### config.mk
export PLATFORM = sky130hd
export DESIGN_NAME = rdata_handler
export DESIGN_NICKNAME = d
export VERILOG_FILES = /design/src/rtl/rdata_handler_pkg.sv /design/src/rtl/rdata_handler_skew_buffer.sv /design/src/rtl/rdata_handler.sv
export SDC_FILE = /design/constraint.sdc
export NUM_CORES = 1
export LEC_CHECK = 0
export CAP_MARGIN = 20
export CORE_AREA = 2 2 239 241
export DETAILED_ROUTE_END_ITERATION = 10
export DIE_AREA = 0 0 241 243
export PLACE_DENSITY = 0.61
export SLEW_MARGIN = 20
export SYNTH_ARGS = -nofsm -noshare
export SYNTH_HDL_FRONTEND = slang
export SYNTH_SLANG_ARGS = --single-unit
### constraint.sdc
create_clock -name clk_i -period 4.79 [get_ports clk_i]
set_clock_uncertainty 0.1 [all_clocks]
set_input_delay 0.479 -clock clk_i [delete_from_list [all_inputs] [get_ports clk_i]]
set_output_delay 0.479 -clock clk_i [all_outputs]
set_load 0.02 [all_outputs]
### src/rtl/rdata_handler_pkg.sv
// Shared types and constants for the read-side job handler.
package rdata_handler_pkg;

  localparam int SYS_ARRAY_SIZE = 4;
  localparam int DATA_WIDTH     = 32;
  localparam int ROW_BITS       = SYS_ARRAY_SIZE * DATA_WIDTH;
  localparam int ROW_BYTES      = ROW_BITS / 8;
  localparam int ADDR_WIDTH     = 16;

  // Largest DRAIN_CYCLES value the shared counter type can hold.
  localparam int DRAIN_MAX      = 8 * SYS_ARRAY_SIZE;
  localparam int CNT_WIDTH      = $clog2(DRAIN_MAX);

  typedef logic [DATA_WIDTH-1:0] data_t;
  typedef logic [ADDR_WIDTH-1:0] addr_t;
  typedef logic [ROW_BITS-1:0]   row_t;
  typedef logic [CNT_WIDTH-1:0]  countn_t;

  typedef enum logic [1:0] {
    IDLE  = 2'd0,
    FETCH = 2'd1,
    DRAIN = 2'd2,
    WB    = 2'd3
  } rd_state_t;

  // Address of row idx of a matrix stored from base; wraps silently.
  function automatic addr_t row_addr(addr_t base, countn_t idx);
    return base + addr_t'(idx) * addr_t'(ROW_BYTES);
  endfunction

endpackage

### src/rtl/rdata_handler_skew_buffer.sv
// Triangular delay line: lane i delays its input by i cycles. When bubble
// is high the lane inputs are replaced by zero so empty slots carry 0.
module skew_buffer #(
  parameter int LANES = 4,
  parameter int WIDTH = 32
) (
  input  logic                         clk,
  input  logic                         rst_n,
  input  logic                         bubble,
  input  logic [LANES-1:0][WIDTH-1:0]  din,
  output logic [LANES-1:0][WIDTH-1:0]  dout
);

  for (genvar i = 0; i < LANES; i++) begin : g_lane
    logic [WIDTH-1:0] lane_in;

    // Zero-fill the lane whenever no fetched data is present.
    assign lane_in = bubble ? '0 : din[i];

    if (i == 0) begin : g_pass
      assign dout[i] = lane_in;
    end else begin : g_delay
      logic [WIDTH-1:0] pipe [i];

      // Shift chain of i registers for lane i.
      always_ff @(posedge clk or negedge rst_n) begin
        if (!rst_n) begin
          for (int j = 0; j < i; j++) pipe[j] <= '0;
        end else begin
          pipe[0] <= lane_in;
          for (int j = 1; j < i; j++) pipe[j] <= pipe[j-1];
        end
      end

      assign dout[i] = pipe[i-1];
    end
  end

endmodule

### src/rtl/rdata_handler.sv
// Read-side job sequencer: fetches N rows of A and B, skews them onto the
// systolic array edges, waits for the array to drain, then hands the C
// base address to the write handler while the array shifts results out.
//
// state | meaning
// IDLE  | ready for a job, latches bases on start_i
// FETCH | N cycles of A/B row reads, clear on the first
// DRAIN | DRAIN_CYCLES cycles waiting for array results to settle
// WB    | N cycles of write-back, valid_o on the first
//
// DRAIN_CYCLES must lie in 1..DRAIN_MAX.
module rdata_handler
  import rdata_handler_pkg::*;
#(
  parameter int DRAIN_CYCLES = 2 * SYS_ARRAY_SIZE
) (
  input  logic                       clk_i,
  input  logic                       rst_i,
  input  logic                       start_i,
  input  addr_t                      addr_a_i,
  input  addr_t                      addr_b_i,
  input  addr_t                      addr_c_i,
  output logic                       ready_o,
  output logic                       en_a_o,
  output addr_t                      addr_a_o,
  input  row_t                       rdata_a_i,
  output logic                       en_b_o,
  output addr_t                      addr_b_o,
  input  row_t                       rdata_b_i,
  output data_t [SYS_ARRAY_SIZE-1:0] a_o,
  output data_t [SYS_ARRAY_SIZE-1:0] b_o,
  output logic                       clear_o,
  output logic                       wb_o,
  output logic                       valid_o,
  output addr_t                      addr_c_o
);

  rd_state_t state_q, state_d;
  countn_t   count_q, count_d;
  countn_t   fetch_idx;
  addr_t     base_a_q, base_b_q, base_c_q;
  logic      latch;
  logic      fetch_en;
  logic      rd_valid_q;
  logic      bubble;

  data_t [SYS_ARRAY_SIZE-1:0] row_a;
  data_t [SYS_ARRAY_SIZE-1:0] row_b;

  // Fetch index counts up while the counter counts down.
  assign fetch_idx = countn_t'(SYS_ARRAY_SIZE - 1) - count_q;

  // Next-state, counter and output decode.
  always_comb begin
    state_d  = state_q;
    count_d  = count_q;
    latch    = 1'b0;
    ready_o  = 1'b0;
    fetch_en = 1'b0;
    addr_a_o = '0;
    addr_b_o = '0;
    clear_o  = 1'b0;
    wb_o     = 1'b0;
    valid_o  = 1'b0;
    addr_c_o = '0;

    case (state_q)
      IDLE: begin
        ready_o = 1'b1;
        if (start_i) begin
          latch   = 1'b1;
          count_d = countn_t'(SYS_ARRAY_SIZE - 1);
          state_d = FETCH;
        end
      end

      FETCH: begin
        fetch_en = 1'b1;
        addr_a_o = row_addr(base_a_q, fetch_idx);
        addr_b_o = row_addr(base_b_q, fetch_idx);
        clear_o  = (count_q == countn_t'(SYS_ARRAY_SIZE - 1));
        if (count_q == '0) begin
          count_d = countn_t'(DRAIN_CYCLES - 1);
          state_d = DRAIN;
        end else begin
          count_d = count_q - 1'b1;
        end
      end

      DRAIN: begin
        if (count_q == '0) begin
          count_d = countn_t'(SYS_ARRAY_SIZE - 1);
          state_d = WB;
        end else begin
          count_d = count_q - 1'b1;
        end
      end

      WB: begin
        wb_o     = 1'b1;
        addr_c_o = base_c_q;
        valid_o  = (count_q == countn_t'(SYS_ARRAY_SIZE - 1));
        if (count_q == '0) begin
          count_d = '0;
          state_d = IDLE;
        end else begin
          count_d = count_q - 1'b1;
        end
      end

      default: begin
        count_d = '0;
        state_d = IDLE;
      end
    endcase
  end

  assign en_a_o = fetch_en;
  assign en_b_o = fetch_en;

  // State and counter registers.
  always_ff @(posedge clk_i or negedge rst_i) begin
    if (!rst_i) begin
      state_q <= IDLE;
      count_q <= '0;
    end else begin
      state_q <= state_d;
      count_q <= count_d;
    end
  end

  // Job base addresses, captured only when a job is accepted.
  always_ff @(posedge clk_i or negedge rst_i) begin
    if (!rst_i) begin
      base_a_q <= '0;
      base_b_q <= '0;
      base_c_q <= '0;
    end else if (latch) begin
      base_a_q <= addr_a_i;
      base_b_q <= addr_b_i;
      base_c_q <= addr_c_i;
    end
  end

  // Read data is valid the cycle after an enabled read.
  always_ff @(posedge clk_i or negedge rst_i) begin
    if (!rst_i) rd_valid_q <= 1'b0;
    else        rd_valid_q <= fetch_en;
  end

  assign bubble = !rd_valid_q;
  assign row_a  = rdata_a_i;
  assign row_b  = rdata_b_i;

  skew_buffer #(
    .LANES (SYS_ARRAY_SIZE),
    .WIDTH (DATA_WIDTH)
  ) u_skew_a (
    .clk    (clk_i),
    .rst_n  (rst_i),
    .bubble (bubble),
    .din    (row_a),
    .dout   (a_o)
  );

  skew_buffer #(
    .LANES (SYS_ARRAY_SIZE),
    .WIDTH (DATA_WIDTH)
  ) u_skew_b (
    .clk    (clk_i),
    .rst_n  (rst_i),
    .bubble (bubble),
    .din    (row_b),
    .dout   (b_o)
  );

endmodule

Yosys cells after proc, flatten, opt, wreduce, memory -nomap -nowiden:

Index checks and enable logic that the tools add are counted.

* bits in registers: 440
* input bits: 307
* output and inout bits: 310
* logic and storage cells: 61

* add/sub/neg operators: 4
* equal/unequal tests: 8
* multiplexer cells: 28
* reductions and logical operators: 3

Operator list (number)
* $mux 32: 8
* $mux 16: 3
* $add 16x9->16: 2
* $mux 5: 4
* $pmux 5 s4: 1
* $mux 2: 4
* $ne 2x2->1 const B: 4
* $pmux 2 s4: 1
* $mux 1: 7
* $eq 5x2->1 const B: 1
* $logic_not 5->1: 1
* $sub 2x5->5 const A: 1
* $sub 5x1->5 const B: 1
* $eq 2x2->1 const B: 2
* $reduce_and 4->1: 1
* $eq 2x1->1 const B: 1
* $logic_not 2->1: 1

Longest topological paths before layout:

Gate-level depths: netlist (run 1).

* depth after elaboration: 3
* mapped depth: 8
* gate-level depth less buffers: 8

By module:

A second synthesis (run 1) with hierarchy kept.

* cells, all modules: 1107
* area, all modules: 15721.3 µm²

Modules (own cells, without submodules)
* skew_buffer: instances 2, cells each 398, area an instance 6187.2 µm², sequential area each 4804.6 µm²
* rdata_handler: instances 1, cells each 311, area an instance 3347.0 µm², sequential area each 1401.3 µm²

Worst setup path after synthesis (run 1):

No wires, ideal clock.

* path kind: register -> output
* start point: register count_q[2]
* end point: output port addr_a_o[11]
* arrival time: 2.086 ns
* data required time: 4.211 ns
* path slack: 2.125 ns
* stages on the path, launching flop included: 8
* path buffers: 0
* cells stage by stage: dfrtp_1 inv_1 ha_1 ha_1 o21a_1 a211oi_2 or3_1 a21boi_1

* cells in the longest elaborated chain, start to end: 3

RTL lines
* start, declared: line rdata_handler.sv:39 `countn_t count_q, count_d;`
* start signal, assigned: line rdata_handler.sv:128 `count_q <= count_d;`
* $sub 2x5->5: line rdata_handler.sv:51 `assign fetch_idx = countn_t'(SYS_ARRAY_SIZE - 1) - count_q;`
* $add 16x9->16: line rdata_handler_pkg.sv:28 `return base + addr_t'(idx) * addr_t'(ROW_BYTES);`
* $mux 16: line rdata_handler.sv:67 `case (state_q)`
* end, declared: line rdata_handler.sv:25 `output addr_t addr_a_o,`

Every way passes these cells.

Worst setup path after layout (run 1):

* start point: register count_q[2]
* end point: output port addr_b_o[14]

* cells in the longest elaborated chain, start to end: 3

RTL lines
* $sub 2x5->5: line rdata_handler.sv:51
* $add 16x9->16: line rdata_handler_pkg.sv:28
* $mux 16: line rdata_handler.sv:67
* end, declared: line rdata_handler.sv:28 `output addr_t addr_b_o,`

Every way passes these cells.

==> results of run 1 <==
synth_stat cells, drive strengths merged (5+ instances only):
cell type	count
inv	13
mux2i	8
nor2b	8
a211oi	5
and2	282
o21ai	8
nand2	21
a21boi	6
a21oi	13
buf	137
ha	16
clkbuf	34
dfrtp	440
nor2	8
nand3	6
nand2b	6
o21a	7
mux2	51
through the flow:
| step | worst slack [ps] | area [µm²] | utilization | total power, mW |
|---|---|---|---|---|
| CTS | 642 | 23400 | 0.418 | 13.2 |
| floorplan | 2120 | 15600 | - | 7.63 |
| global route | 533 | 23400 | 0.418 | 13.8 |
| finish | 726 | 23400 | 0.418 | 13.0 |
| global placement | 1330 | 21800 | 0.389 | 9.43 |
| detailed placement | 1290 | 21800 | 0.389 | 9.53 |
routing by layer:
layer | GRT usage | wire (µm)
met5 | 0 | 38
met2 | 0.243 | 20700
met3 | 0.0521 | 4500
met4 | 0.0394 | 860
met1 | 0.161 | 15500
kinds of logic after synthesis:
group	count (synthesis)	synth area share
adders and majority gates	18	0.0154
buffers and inverters	184	0.0761
DFF	440	0.704
AOI/OAI and AO/OA	55	0.0255
muxes	59	0.0419
xor gates and xnor gates	2	0.00112
and+or+nand+nor	350	0.136
worst max-delay path by stage:
stage | start | endpoint | slack [ps] | cells past startpoint
global placement | count_q[2]$_DFFE_PN0N_ | addr_b_o[14] | 1330 | 9
floorplan | count_q[2]$_DFFE_PN0N_ | addr_a_o[11] | 2120 | 7
CTS | count_q[2]$_DFFE_PN0N_ | addr_b_o[14] | 640 | 9
global route | count_q[2]$_DFFE_PN0N_ | addr_b_o[14] | 530 | 9
detailed placement | count_q[2]$_DFFE_PN0N_ | addr_b_o[14] | 1290 | 9
finish | count_q[2]$_DFFE_PN0N_ | addr_b_o[14] | 730 | 9
final cells by class:
class / instances / area [µm²] / area share
timing repair buffer: 632 / 6340 / 0.271
sequential: 440 / 11000 / 0.471
tap: 756 / 946 / 0.0405
inverter: 13 / 48.8 / 0.00209
clock buffer: 70 / 1360 / 0.0584
multi-input combinational: 484 / 3440 / 0.147
antenna: 4 / 10.0 / 0.000428
clock inverter: 19 / 206 / 0.00883
power by group through the flow:
stage	Clock, mW	Combinational (mW)	Sequential [mW]
after CTS	3.75	4.42	5.08
after global placement	0	4.34	5.09
final	3.61	4.35	5.05
after floorplan	0	2.56	5.06
after global routing	3.91	4.70	5.17
after detailed placement	0	4.39	5.14
state kept, by name (all words and copies together), names as in the netlist:
name	flops
u_skew_a.dout	64
count_q	5
base_c_q	16
base_b_q	16
u_skew_b.dout	64
rd_valid_q	1
u_skew_b.g_lane.g_delay.pipe	128
u_skew_a.g_lane.g_delay.pipe	128
base_a_q	16
state_q	2
critical path: cells and delay by family (launching register included):
family	cells	cell delay, ps
buffers and inverters	2	750
adder cells (fa/ha/maj)	2	570
XOR/XNOR	1	360
flip-flops	1	470
multiplexers	1	260
AO/OA/AOI/OAI	3	510
what timing repair did:
item / in CTS / in global routing
endpoints found under the hold margin: 84 / 0
hold buffers: 1 / 0
setup endpoints to repair: 0 / 0
setup buffers: 0 / 0
resized for setup: 0 / 0
placed cells by master (no fill, tap or decap), drive strengths merged, types with 13 or more instances in the layout:
master,synthesis,routed
mux2,51,51
a21oi,13,13
inv,13,15
clkdlybuf4s50,0,615
ha,16,16
clkinv,0,14
clkbuf,34,70
dfrtp,440,440
and2,282,282
buf,137,16
nand2,21,21
==> impl_metrics.py, run 1 <==
metrics = {
    "critical_path": {
        "crit_path_end_kind": "output pin",
        "rr_startpoint": "state_q[1]$_DFFE_PN0P_",
        "rr_endpoint": "base_b_q[6]$_DFFE_PN0P_",
        "crit_top_cell": "ha_1",
        "crit_type": "register to output pin",
        "ff2ff_setup_slack_ps": 2440,
        "startpoint_type": "register",
        "cp.required_ps": 4210,
        "crit_path_top_delay_cell": "clkdlybuf4s50_1",
        "path_cells": "inv_1 > ha_1 > xnor2_1 > ha_1 > o21a_1 > o31ai_1 > a21oi_1 > mux2i_1 > clkdlybuf4s50_1",
        "cp.arrival_ps": 3480,
        "slowest_delay_ps": 650,
        "reg2reg_depth": 5,
        "worstPathMaxFanout": 7,
    },
    "logic_synthesis": {
        "synth.top_cell.area_share": 0.704,
        "synth.cell_area_um2": 15600,
        "syn-num-nets": 1433,
        "synth_edf_count": 0,
        "ys_types": 43,
        "syn_avg_cell_area_um2": 14.1,
        "synth-seq-cells": 440,
        "seq_area_frac_synth": 0.704,
        "ys_async_sr_fraction": 1.00,
        "synth_top_area_cell": "dfrtp_1",
        "synth_ff_type": "dfrtp_1",
        "synth_cells": 1108,
        "synth_top_cells_by_area": "dfrtp_1 (70%), and2_1 (11%), buf_4 (6.3%)",
        "yosys_warnings": 0,
    },
    "drt": {
        "drtPass1Iterations": 4,
        "drcViolationCount": 0,
        "vias": 9683,
        "wire_per_inst_um": 17.2,
        "wl_um": 41600,
        "ant_nets": 0,
        "via_per_inst": 4.00,
        "drt_iter0_drc": 375,
    },
    "min_path": {
        "hp-start": "u_skew_a.g_lane[2].g_delay.pipe[52]$_DFF_PN0_",
        "whs_endpoint": "u_skew_a.dout[84]$_DFF_PN0_",
        "hold_depth": 0,
        "worstHoldPathType": "register to register",
    },
    "clocking": {
        "root_buffer": "clkbuf_16",
        "clk_path_buf_depth": 3,
        "cts-buffers-inserted": 48,
        "cts.sinks": 440,
        "cts.reportedPaths.clkPinSlew_ps": 60,
        "cts_tree": "yes",
        "h-tree-depth": 2,
        "insertion_delay_ps": 580,
    },
    "sta": {
        "rsz0062_at_grt": "false",
        "drv_slew": 0,
        "finalCritPeriodShare": 0.848,
        "hold_viol": 0,
        "max-slew-margin-rel": 0.469,
        "fin_tns_setup_ps": 0,
        "final-setup-viol-count": 0,
        "min_period_ps": 4060,
        "worstMarginPinSlew_ps": 797,
        "holdWs_ps": 239,
        "clock.fmax_mhz": 246,
    },
    "pwr": {
        "combPwrFrac": 0.334,
        "power.switching_mw": 4.13,
        "switching_share": 0.318,
        "peakVddDrop_v": 0.000340,
        "cellLeakagePower_nw": 10.4,
        "internal-power_mw": 8.88,
        "clock_power_share": 0.277,
        "powerDensity_nw_per_um2": 557,
        "seqPwrFrac": 0.388,
    },
    "placement": {
        "gp_congestion": 0.811,
        "hpwl_um": 30700,
        "dp.cells": 2324,
        "io_buffers": 616,
    },
    "finish": {
        "layout.nets": 1944,
        "drive_gt1_frac": 0.0899,
        "layoutNonFillerInstCount": 2418,
        "area_delta_synth_final_pct": 49.5,
        "fill_cells": 5235,
    },
    "global_route": {
        "grt_pass1_wl_um": 62500,
        "grt_overflow": 0,
        "antenna_found_initial": 9,
        "track_usage": 0.140,
        "grt_pass1_vias": 10600,
        "grt_start_max_net_pins": 97,
    },
    "outcome": {
        "status": "complete, no violations",
    },
    "die": {
        "die_area_um2": 58600,
        "fp.dieW_um": 241,
        "pin_count": 617,
        "die_h_um": 243,
        "start_util": 0.279,
        "row_count": 87,
        "coreArea_um2": 56000,
    },
    "job": {
        "drv_cap": 0,
    },
}
No activity file was read; power rests on OpenSTA's default activity.
==> run 2: changes to the inputs <==
--- a/config.mk
+++ b/config.mk
@@ -9,7 +9,7 @@
 export CORE_AREA = 2 2 239 241
 export DETAILED_ROUTE_END_ITERATION = 10
 export DIE_AREA = 0 0 241 243
-export PLACE_DENSITY = 0.61
+export PLACE_DENSITY = 0.63
 export SLEW_MARGIN = 20
 export SYNTH_ARGS = -nofsm -noshare
 export SYNTH_HDL_FRONTEND = slang
==> constraint.sdc (replaced) <==
create_clock -name clk_i -period 3.7 [get_ports clk_i]
set_clock_uncertainty 0.1 [all_clocks]
set_input_delay 0.37 -clock clk_i [delete_from_list [all_inputs] [get_ports clk_i]]
set_output_delay 0.37 -clock clk_i [all_outputs]
set_load 0.02 [all_outputs]
==> impl_metrics.py, run 2 (same netlist as run 1, synthesis figures left out) <==
metrics = {
    "outcome": {
        "status": "complete, no violations",
    },
    "placement": {
        "gp_congestion": 0.821,
        "hpwl_um": 30100,
        "io_buffers": 616,
    },
    "clocking": {
        "root_buffer": "clkbuf_16",
        "cts-buffers-inserted": 47,
        "cts.reportedPaths.clkPinSlew_ps": 60,
        "insertion_delay_ps": 560,
        "cts_tree": "yes",
        "cts.sinks": 440,
        "h-tree-depth": 2,
        "clk_path_buf_depth": 3,
    },
    "drt": {
        "drcViolationCount": 0,
        "via_per_inst": 4.03,
        "drt-met1-wl_um": 15800,
        "highest_layer": "met5",
        "wl_met3_um": 4060,
        "drtPass1Iterations": 5,
        "wl_um": 40900,
        "vias": 9696,
        "drt_iter0_drc": 400,
        "wire_per_inst_um": 17.0,
        "dr_wl_met2_um": 20100,
        "ant_nets": 0,
    },
    "critical_path": {
        "rr_startpoint": "state_q[1]$_DFFE_PN0P_",
        "crit_path_end_kind": "output pin",
        "crit_end": "addr_a_o[9]",
        "cp.required_ps": 3230,
        "crit_type": "register to output pin",
        "rr_endpoint": "state_q[1]$_DFFE_PN0P_",
        "ff2ff_setup_slack_ps": 1310,
        "worstSetupStartpoint": "count_q[2]$_DFFE_PN0N_",
        "cp.arrival_ps": 3090,
        "reg2reg_depth": 6,
        "worstPathMaxFanout": 6,
        "startpoint_type": "register",
    },
    "global_route": {
        "grt_pass1_vias": 10500,
        "antenna_found_initial": 5,
        "grt_pass1_wl_um": 61600,
        "track_usage": 0.137,
        "grt_overflow": 0,
        "grt_start_max_net_pins": 109,
    },
    "die": {
        "coreArea_um2": 56000,
        "fp.dieW_um": 241,
        "die_h_um": 243,
        "row_count": 87,
        "start_util": 0.279,
        "die_area_um2": 58600,
        "pin_count": 617,
    },
    "finish": {
        "fill_cells": 5214,
        "area_delta_synth_final_pct": 50.1,
        "drive_gt1_frac": 0.0946,
        "final_common_cell": "clkdlybuf4s50_1",
        "layout.nets": 1942,
        "final_cell_mix": "clkdlybuf4s50_1 (600), dfrtp_1 (438), and2_1 (282)",
        "reg_top3": "u_skew_a.g_lane.g_delay.pipe: 128 flops, u_skew_b.g_lane.g_delay.pipe: 128 flops",
    },
    "min_path": {
        "hp-start": "u_skew_a.g_lane[3].g_delay.pipe[34]$_DFF_PN0_",
        "worstHoldPathType": "register to register",
    },
    "pwr": {
        "total_power_mw": 17.1,
        "powerDensity_nw_per_um2": 728,
        "peakVddDrop_v": 0.000485,
        "cellLeakagePower_nw": 10.6,
    },
    "sta": {
        "fin_tns_setup_ps": 0,
        "hold_viol": 0,
        "min_period_ps": 3560,
        "rsz0062_at_grt": "false",
        "worstMarginPinSlew_ps": 913,
        "max-slew-margin-rel": 0.391,
        "drv_slew": 0,
        "final-setup-viol-count": 0,
        "finalCritPeriodShare": 0.961,
        "clock.fmax_mhz": 281,
    },
    "job": {
        "drv_cap": 0,
    },
}
run 2: per-stage QoR:
stage           util  worst slack [ps]  instance area, µm²  hold WS, ps  cells
3_5_place_dp   0.390               419               21800          235   2323
2_1_floorplan      -              1140               15600        -25.6   1108
3_3_place_gp   0.390               492               21800          231   2323
4_1_cts        0.419              7.16               23500          225   2405
6_report       0.419               144               23500          242   2407
5_1_grt        0.419              8.40               23500          244   2406
run 2: critical path, cell delays in order (launching register included):
cell	delay (ps)
dfrtp_1	440
inv_1	90
ha_1	360
ha_1	340
o21a_2	170
a21oi_2	150
mux2i_1	220
a311o_1	150
clkdlybuf4s50_1	600
run 2: how the worst min path moves through the flow:
stage / end / slack [ps] / cells after the start
2_1_floorplan: base_a_q[0]$_DFFE_PN0P_ / -30 / 0
3_3_place_gp: u_skew_a.dout[93]$_DFF_PN0_ / 230 / 0
3_5_place_dp: u_skew_a.dout[113]$_DFF_PN0_ / 230 / 0
4_1_cts: u_skew_a.g_lane[2].g_delay.pipe[55]$_DFF_PN0_ / 220 / 2
5_1_grt: u_skew_a.g_lane[2].g_delay.pipe[53]$_DFF_PN0_ / 240 / 2
6_report: u_skew_a.dout[98]$_DFF_PN0_ / 240 / 0
run 2: area by class of cell:
type                       instances  area [µm²]  area share
antenna                            2        5.00    0.000213
clock buffer                      64        1370      0.0585
clock inverter                    17         260      0.0111
inverter                          13        48.8     0.00208
multi-input combinational        484        3470       0.148
sequential                       440       11000       0.469
tap                              756         946      0.0403
timing repair buffer             631        6340       0.270
run 2: layer usage:
metal / global-route usage / vias up
li1: - / 4405
met1: 0.161 / 4765
met2: 0.232 / 447
met3: 0.0539 / 75
met4: 0.0365 / 4
met5: 0 / -
run 2: timing repair:
action                     CTS  global route
hold endpoints to repair    74             0
hold buffers                 1             0
resized for setup           18            10
setup buffers                0             0
setup endpoints to repair   16             5
run 2: report_power, final:
group / switching [mW] / internal [mW] / leakage (nW)
sequential: 0.488 / 5.98 / 5.83
clock: 1.88 / 3.01 / 0.794
combinational: 2.95 / 2.78 / 3.93
total: 5.31 / 11.8 / 10.6
